==> src/rtl/nphy_toggle_input_beat_packer_if.sv <==
// Output word stream of the Toggle-mode input beat packer.
// master = packer (drives the word), slave = consumer (drives ready).
interface nphy_toggle_input_beat_packer_if #(
    parameter int DQ_WIDTH       = 8,
    parameter int BEATS_PER_WORD = 4
);
    logic                               oWordValid;
    logic                               iWordReady;
    logic [BEATS_PER_WORD*DQ_WIDTH-1:0] oWordData;
    logic [BEATS_PER_WORD-1:0]          oWordMask;
    logic                               oWordLast;

    modport master (
        output oWordValid, oWordData, oWordMask, oWordLast,
        input  iWordReady
    );

    modport slave (
        input  oWordValid, oWordData, oWordMask, oWordLast,
        output iWordReady
    );
endinterface

==> src/rtl/nphy_toggle_input_beat_packer.sv <==
// Toggle-mode DDR input path: skips leading beats, packs rise/fall beat pairs into
// masked words and queues them in an output FIFO with overflow detection.
module nphy_toggle_input_beat_packer #(
    parameter int DQ_WIDTH       = 8,
    parameter int BEATS_PER_WORD = 4,
    parameter int FIFO_DEPTH     = 16,
    parameter int CNT_WIDTH      = 16
) (
    input  logic                            iSystemClock,
    input  logic                            iModuleResetN,
    input  logic                            iStart,
    input  logic [CNT_WIDTH-1:0]            iSkipBeats,
    input  logic [CNT_WIDTH-1:0]            iByteCount,
    input  logic                            iBeatValid,
    input  logic [DQ_WIDTH-1:0]             iBeatRise,
    input  logic [DQ_WIDTH-1:0]             iBeatFall,
    nphy_toggle_input_beat_packer_if.master wordIf,
    output logic                            oBusy,
    output logic                            oDone,
    output logic                            oOverflow,
    output logic [$clog2(FIFO_DEPTH):0]     oFifoLevel
);
    localparam int WORD_W = BEATS_PER_WORD * DQ_WIDTH;
    localparam int FILL_W = $clog2(BEATS_PER_WORD + 1);
    localparam int IDX_W  = $clog2(BEATS_PER_WORD);
    localparam int AW     = $clog2(FIFO_DEPTH);
    localparam logic [FILL_W-1:0] FILL_FULL  = FILL_W'(BEATS_PER_WORD);
    localparam logic [AW:0]       LEVEL_FULL = (AW+1)'(FIFO_DEPTH);

    typedef enum logic [2:0] {IDLE, SKIP, PACK, FLUSH, DONE} packState_t;

    packState_t                             rState, nState, wStateD;
    logic [CNT_WIDTH-1:0]                   rSkipCnt, nSkip, wSkipD;
    logic [CNT_WIDTH-1:0]                   rKeepCnt, nKeep, wKeepD;
    logic [FILL_W-1:0]                      rFill, nFill, wFillD;
    logic [BEATS_PER_WORD-1:0][DQ_WIDTH-1:0] rPartial, nPartial, wPartialD;
    logic                                   rBusy, rDone, rOverflow;

    logic                                   wPush, wPushEff, wPushLast, wPop, wFull, wWrite;
    logic [WORD_W-1:0]                      wPushData;
    logic [BEATS_PER_WORD-1:0]              wPushMask;
    logic [BEATS_PER_WORD:0]                wMaskWide;
    logic [DQ_WIDTH-1:0]                    wBeat;

    logic [WORD_W-1:0]                      rFifoData [FIFO_DEPTH];
    logic [BEATS_PER_WORD-1:0]              rFifoMask [FIFO_DEPTH];
    logic                                   rFifoLast [FIFO_DEPTH];
    logic [AW-1:0]                          rWrPtr, rRdPtr;
    logic [AW:0]                            rLevel;

    // Beats of a pair are walked in time order so a skip or keep boundary can fall mid-pair.
    always_comb begin
        nState    = rState;
        nSkip     = rSkipCnt;
        nKeep     = rKeepCnt;
        nFill     = rFill;
        nPartial  = rPartial;
        wPush     = 1'b0;
        wPushData = '0;
        wPushMask = '1;
        wPushLast = 1'b0;
        wBeat     = '0;
        wMaskWide = ({{BEATS_PER_WORD{1'b0}}, 1'b1} << rFill) - 1'b1;

        if (rState == FLUSH) begin
            wPush     = 1'b1;
            wPushData = rPartial;
            wPushMask = wMaskWide[BEATS_PER_WORD-1:0];
            wPushLast = 1'b1;
            nPartial  = '0;
            nFill     = '0;
            nState    = DONE;
        end else if (iBeatValid && (rState == SKIP || rState == PACK)) begin
            for (int unsigned b = 0; b < 2; b++) begin
                wBeat = (b == 0) ? iBeatRise : iBeatFall;
                if (nState == SKIP) begin
                    if (nSkip != '0) nSkip = nSkip - 1'b1;
                    if (nSkip == '0) nState = (nKeep != '0) ? PACK : DONE;
                end else if (nState == PACK && nKeep != '0) begin
                    nPartial[nFill[IDX_W-1:0]] = wBeat;
                    nFill = nFill + 1'b1;
                    nKeep = nKeep - 1'b1;
                    if (nFill == FILL_FULL) begin
                        wPush     = 1'b1;
                        wPushData = nPartial;
                        nPartial  = '0;
                        nFill     = '0;
                    end
                    if (nKeep == '0) begin
                        if (nFill == '0) begin
                            wPushLast = 1'b1;
                            nState    = DONE;
                        end else begin
                            nState = FLUSH;
                        end
                    end
                end
            end
        end

        wStateD   = nState;
        wSkipD    = nSkip;
        wKeepD    = nKeep;
        wFillD    = nFill;
        wPartialD = nPartial;
        if (iStart) begin
            wSkipD    = iSkipBeats;
            wKeepD    = iByteCount;
            wFillD    = '0;
            wPartialD = '0;
            wStateD   = (iSkipBeats != '0) ? SKIP : ((iByteCount != '0) ? PACK : DONE);
        end
    end

    assign wPushEff = wPush && !iStart;
    assign wPop     = (rLevel != '0) && wordIf.iWordReady;
    assign wFull    = (rLevel == LEVEL_FULL);
    assign wWrite   = wPushEff && (!wFull || wPop);

    always_ff @(posedge iSystemClock or negedge iModuleResetN) begin
        if (!iModuleResetN) begin
            rState    <= IDLE;
            rSkipCnt  <= '0;
            rKeepCnt  <= '0;
            rFill     <= '0;
            rPartial  <= '0;
            rBusy     <= 1'b0;
            rDone     <= 1'b0;
            rOverflow <= 1'b0;
            rWrPtr    <= '0;
            rRdPtr    <= '0;
            rLevel    <= '0;
        end else begin
            rState   <= wStateD;
            rSkipCnt <= wSkipD;
            rKeepCnt <= wKeepD;
            rFill    <= wFillD;
            rPartial <= wPartialD;
            rBusy    <= (wStateD == SKIP) || (wStateD == PACK) || (wStateD == FLUSH);
            rDone    <= (wStateD == DONE);
            if (iStart)
                rOverflow <= 1'b0;
            else if (wPushEff && wFull && !wPop)
                rOverflow <= 1'b1;
            if (wWrite) rWrPtr <= rWrPtr + 1'b1;
            if (wPop)   rRdPtr <= rRdPtr + 1'b1;
            case ({wWrite, wPop})
                2'b10:   rLevel <= rLevel + 1'b1;
                2'b01:   rLevel <= rLevel - 1'b1;
                default: rLevel <= rLevel;
            endcase
        end
    end

    always_ff @(posedge iSystemClock) begin
        if (wWrite) begin
            rFifoData[rWrPtr] <= wPushData;
            rFifoMask[rWrPtr] <= wPushMask;
            rFifoLast[rWrPtr] <= wPushLast;
        end
    end

    // Head fields are gated so an empty FIFO presents zeros rather than stale storage.
    assign wordIf.oWordValid = (rLevel != '0);
    assign wordIf.oWordData  = (rLevel != '0) ? rFifoData[rRdPtr] : '0;
    assign wordIf.oWordMask  = (rLevel != '0) ? rFifoMask[rRdPtr] : '0;
    assign wordIf.oWordLast  = (rLevel != '0) && rFifoLast[rRdPtr];

    assign oBusy      = rBusy;
    assign oDone      = rDone;
    assign oOverflow  = rOverflow;
    assign oFifoLevel = rLevel;
endmodule
==> src/flat_wrapper.sv <==
// flat-port wrapper written by rule: the top's interface ports become plain ports
module nphy_toggle_input_beat_packer_flat 
#(
    parameter int DQ_WIDTH       = 8,
    parameter int BEATS_PER_WORD = 4,
    parameter int FIFO_DEPTH     = 16,
    parameter int CNT_WIDTH      = 16
)
  (iSystemClock, iModuleResetN, iStart, iSkipBeats, iByteCount, iBeatValid, iBeatRise, iBeatFall, oBusy, oDone, oOverflow, oFifoLevel, wordIf_oWordValid, wordIf_oWordData, wordIf_oWordMask, wordIf_oWordLast, wordIf_iWordReady);
  nphy_toggle_input_beat_packer_if #(.DQ_WIDTH(DQ_WIDTH), .BEATS_PER_WORD(BEATS_PER_WORD)) wordIf_i ();
  input  logic iSystemClock;
  input  logic iModuleResetN;
  input  logic iStart;
  input  logic [CNT_WIDTH-1:0] iSkipBeats;
  input  logic [CNT_WIDTH-1:0] iByteCount;
  input  logic iBeatValid;
  input  logic [DQ_WIDTH-1:0] iBeatRise;
  input  logic [DQ_WIDTH-1:0] iBeatFall;
  output logic oBusy;
  output logic oDone;
  output logic oOverflow;
  output logic [$clog2(FIFO_DEPTH):0] oFifoLevel;
  output wire logic [$bits(wordIf_i.oWordValid)-1:0] wordIf_oWordValid;
  output wire logic [$bits(wordIf_i.oWordData)-1:0] wordIf_oWordData;
  output wire logic [$bits(wordIf_i.oWordMask)-1:0] wordIf_oWordMask;
  output wire logic [$bits(wordIf_i.oWordLast)-1:0] wordIf_oWordLast;
  input wire logic [$bits(wordIf_i.iWordReady)-1:0] wordIf_iWordReady;
  assign wordIf_oWordValid = wordIf_i.oWordValid;
  assign wordIf_oWordData = wordIf_i.oWordData;
  assign wordIf_oWordMask = wordIf_i.oWordMask;
  assign wordIf_oWordLast = wordIf_i.oWordLast;
  assign wordIf_i.iWordReady = wordIf_iWordReady;
  nphy_toggle_input_beat_packer #(.DQ_WIDTH(DQ_WIDTH), .BEATS_PER_WORD(BEATS_PER_WORD), .FIFO_DEPTH(FIFO_DEPTH), .CNT_WIDTH(CNT_WIDTH)) u_core (.iSystemClock(iSystemClock), .iModuleResetN(iModuleResetN), .iStart(iStart), .iSkipBeats(iSkipBeats), .iByteCount(iByteCount), .iBeatValid(iBeatValid), .iBeatRise(iBeatRise), .iBeatFall(iBeatFall), .wordIf(wordIf_i), .oBusy(oBusy), .oDone(oDone), .oOverflow(oOverflow), .oFifoLevel(oFifoLevel));
endmodule
==> config.mk <==
export PLATFORM = sky130hd
export DESIGN_NAME = nphy_toggle_input_beat_packer_flat
export DESIGN_NICKNAME = d
export VERILOG_FILES = /design/src/rtl/nphy_toggle_input_beat_packer_if.sv /design/src/rtl/nphy_toggle_input_beat_packer.sv /design/src/flat_wrapper.sv
export SDC_FILE = /design/constraint.sdc
export NUM_CORES = 1
export LEC_CHECK = 0
export ABC_CLOCK_PERIOD_IN_PS = 8900
export BUFFER_PORTS_ARGS = -buffer_cell sky130_fd_sc_hd__buf_4
export CAP_MARGIN = 5
export CORE_MARGIN = 10
export CORE_UTILIZATION = 50
export CTS_BUF_LIST = sky130_fd_sc_hd__clkbuf_4
export CTS_CLUSTER_SIZE = 30
export DETAILED_ROUTE_END_ITERATION = 10
export PLACE_DENSITY = 0.76
export SYNTH_ARGS = -nofsm -noshare
export SYNTH_HDL_FRONTEND = slang
export SYNTH_SLANG_ARGS = --single-unit
==> constraint.sdc <==
create_clock -name iSystemClock -period 8.9 [get_ports iSystemClock]
set_input_delay 2.225 -clock iSystemClock [delete_from_list [all_inputs] [get_ports iSystemClock]]
set_output_delay 2.225 -clock iSystemClock [all_outputs]
set_load 0.005 [all_outputs]
==> out/qor.yml <==
logic_synthesis:
  synthTopCellsByArea: "edfxtp_1 56%, mux4_2 13%, dfrtp_1 6.7%"
  avgSynthCellArea_um2: 14.3
  synth_ff_type: "edfxtp_1"
  synth-edff-count: 592
  ys_seq_area_share_pct: 62.3
  synthCells: 2232
  yosysWarningCount: 0
  synth_seq_cells: 678
  synth_top_area_share_pct: 55.6
  synth_top_cell_by_area: "edfxtp_1"
  ys_types: 92
  async_flop_share_pct: 12.7
  synth_fp_nets: 2313
  netlist_area_um2: 32000
global_routing:
  grt_pass1_vias: 21500
  antenna_found_initial: 1
  grt-ovfl-total: 0
  grt_usage_pct: 22.6
  grt_max_degree: 106
  grt_first_pass_wirelength_um: 129000
clocking:
  hold_buffers: 0
  clock-root-buffer: "clkbuf_4"
  cts_setup_buffers: 0
  cts_inserted_buffers: 169
  clock_latency_ns: 1.04
  cts_tree: "yes"
  clock_path_buffers: 3
  cts_max_level: 4
  cts.repair.resized: 0
  clk_pin_slew_ns: 0.06
  cts_sinks: 678
setup_path:
  path_cells: "inv_1, ha_1, nor3b_2, and4_1, nor2_1, buf_4, nor2_1, a21oi_1, inv_1, ha_1, ha_1, nand2_1, nor2_1, a32oi_2, buf_4, a211oi_4, nand2_1, nor2_4, buf_4"
  crit_fanout: 37
  crit_type: "reg2reg"
  worstPathRequired_ns: 9.58
  reg2regPathDepth: 19
  worst_path_max_delay_cell: "nor2_4"
  crit_arrival_ns: 6.97
  cp-start-kind: "register"
  critPathMaxStageDelay_ns: 0.86
  reg2reg_setup_slack_ns: 2.61
  endpoint_kind: "register"
  reg2reg_to: "u_core.rFifoData[15][24]"
  r2r_start: "u_core.rKeepCnt[1]"
  cp-startpoint: "u_core.rKeepCnt[1]"
timing:
  finalHoldViolCount: 0
  finalSetupViolCount: 0
  clock_skew_ns: 0.0937
  slew_violations: 0
  rsz0062_at_grt: "false"
  tightest_slew_ns: 1.32
  fmax_ghz: 0.159
  setup_tns_ns: 0
  period_needed_ns: 6.29
  slew_headroom_pct: 12.2
  period_share_pct: 70.7
placement:
  dp.cells: 3076
  gp_congestion: 0.952
  io_buffers: 98
  hpwl_um: 53300
route:
  drt-wirelength-per-cell_um: 24.8
  route.vias.total: 21300
  drc: 0
  ant_nets: 0
  drt-total-wl_um: 83900
  dr.pass1.iters: 8
  viasPerCell: 6.31
  drt_iter0_markers: 2463
worst_hold_path:
  min_path_type: "reg2reg"
  whs_endpoint: "u_core.rRdPtr[3]"
  hold_depth: 1
  min_from: "u_core.rRdPtr[3]"
finish:
  final_cells: 3377
  final_nets: 2483
  mostFrequentLayoutCell: "edfxtp_1"
  final_cell_mix: "592 x edfxtp_1, 244 x clkbuf_4, 228 x nand2_1, 185 x mux4_2, 152 x o21ai_0"
  drive_gt1_share_pct: 27.7
  area_growth_pct: 12.2
floorplan:
  start_util_pct: 50.6
  die_y_um: 273
  rows: 92
  boundaryPins: 99
  die-area_um2: 74500
  coreArea_um2: 63200
  die_x_um: 273
pwr:
  p_leak_uw: 0.0112
  cellPowerDensity_nw_per_um2: 215
  vdd_drop_max_mv: 0.155
flow_run:
  cap_viol_max_count: 0
run_status:
  outcome: "finished clean"
synth_stat cells, types with 24 or more instances:
master	count
inv_1	30
nand2_1	229
ha_1	28
xnor2_1	38
nor2b_1	40
a21oi_1	108
xor2_1	24
nor3_1	68
clkbuf_1	115
o21ai_0	161
mux4_2	185
dfrtp_1	86
mux2i_1	47
nor2_1	106
edfxtp_1	592
nand3_1	27
how the worst max path moves through the flow:
stage,to,slack [ns],cells after the start
3_3_place_gp,u_core.rFifoData[2][16],2.73,11
4_1_cts,wordIf_oWordMask[2],2.42,5
3_5_place_dp,u_core.rFifoData[1][15],2.72,15
5_1_grt,u_core.rFifoData[15][24],2.23,19
2_1_floorplan,u_core.rFifoData[3][0],1.86,18
6_report,u_core.rFifoData[15][24],2.61,19
state kept, by name (all words and copies together) (netlist names):
name               cells
u_core.oBusy           1
u_core.oDone           1
u_core.oFifoLevel      5
u_core.oOverflow       1
u_core.rFifoData     512
u_core.rFifoLast      16
u_core.rFifoMask      64
u_core.rFill           3
u_core.rKeepCnt       16
u_core.rPartial       32
u_core.rRdPtr          4
u_core.rSkipCnt       16
u_core.rState          3
u_core.rWrPtr          4
report_power, final:
part           internal (uW)  switching, uW  leakage [uW]
clock                   1330           1260       0.00128
combinational            728            788       0.00417
sequential              3450            185       0.00570
total                   5500           2230        0.0112
per-layer routing:
layer	wire, um	global-route usage [%]	part of all wire (%)	up-vias
met5	0	0	0	-
met4	2320	8.23	2.8	0
met3	8390	6.07	10	194
met2	39300	34.8	47	1268
met1	33800	30.5	40	10600
li1	-	-	-	9201
worst max-delay path: cells and delay by family (launching register included):
kind	cells	cell delay, ns
AND/OR/NAND/NOR	8	2.39
flip-flops	1	0.54
adder cells (fa/ha/maj)	3	1.04
AO/OA/AOI/OAI	3	0.67
buffers and inverters	5	1.26
logic make-up (layout without fill, tap and decap cells):
logic type               after synthesis  count (layout)  share of synthesized area (%)
adder cells (fa/ha/maj)               28              28                           1.10
XOR/XNOR                              62              62                           1.70
multiplexers                         242             242                           14.8
AND/OR/NAND/NOR                      632             632                           10.1
buffers and inverters                186             481                           2.31
flip-flops                           678             678                           62.3
AO/OA/AOI/OAI                        404             404                           7.65
other                                  0               4                              0
per-stage QoR:
step	power (uW)	worst slack [ns]	hold slack [ns]	util [%]	area (um^2)
2_1_floorplan	4680	1.86	0.486	-	32000
6_report	7730	2.61	0.475	56.8	35900
5_1_grt	8100	2.23	0.484	56.8	35900
3_3_place_gp	5230	2.73	0.457	53.4	33700
3_5_place_dp	5240	2.72	0.463	53.4	33700
4_1_cts	7820	2.42	0.474	56.8	35900
layout make-up:
| cell class | count | area, um^2 |
|---|---|---|
| diodes | 4 | 10.0 |
| well taps | 846 | 1060 |
| inverters | 31 | 116 |
| fillers | 4837 | 27300 |
| flip-flops and latches | 678 | 19900 |
| multi-input cells | 1368 | 11500 |
| repair buffers | 154 | 1180 |
| clock inverters | 52 | 307 |
| clock buffers | 244 | 1830 |
(Power assumes the default switching activity.)
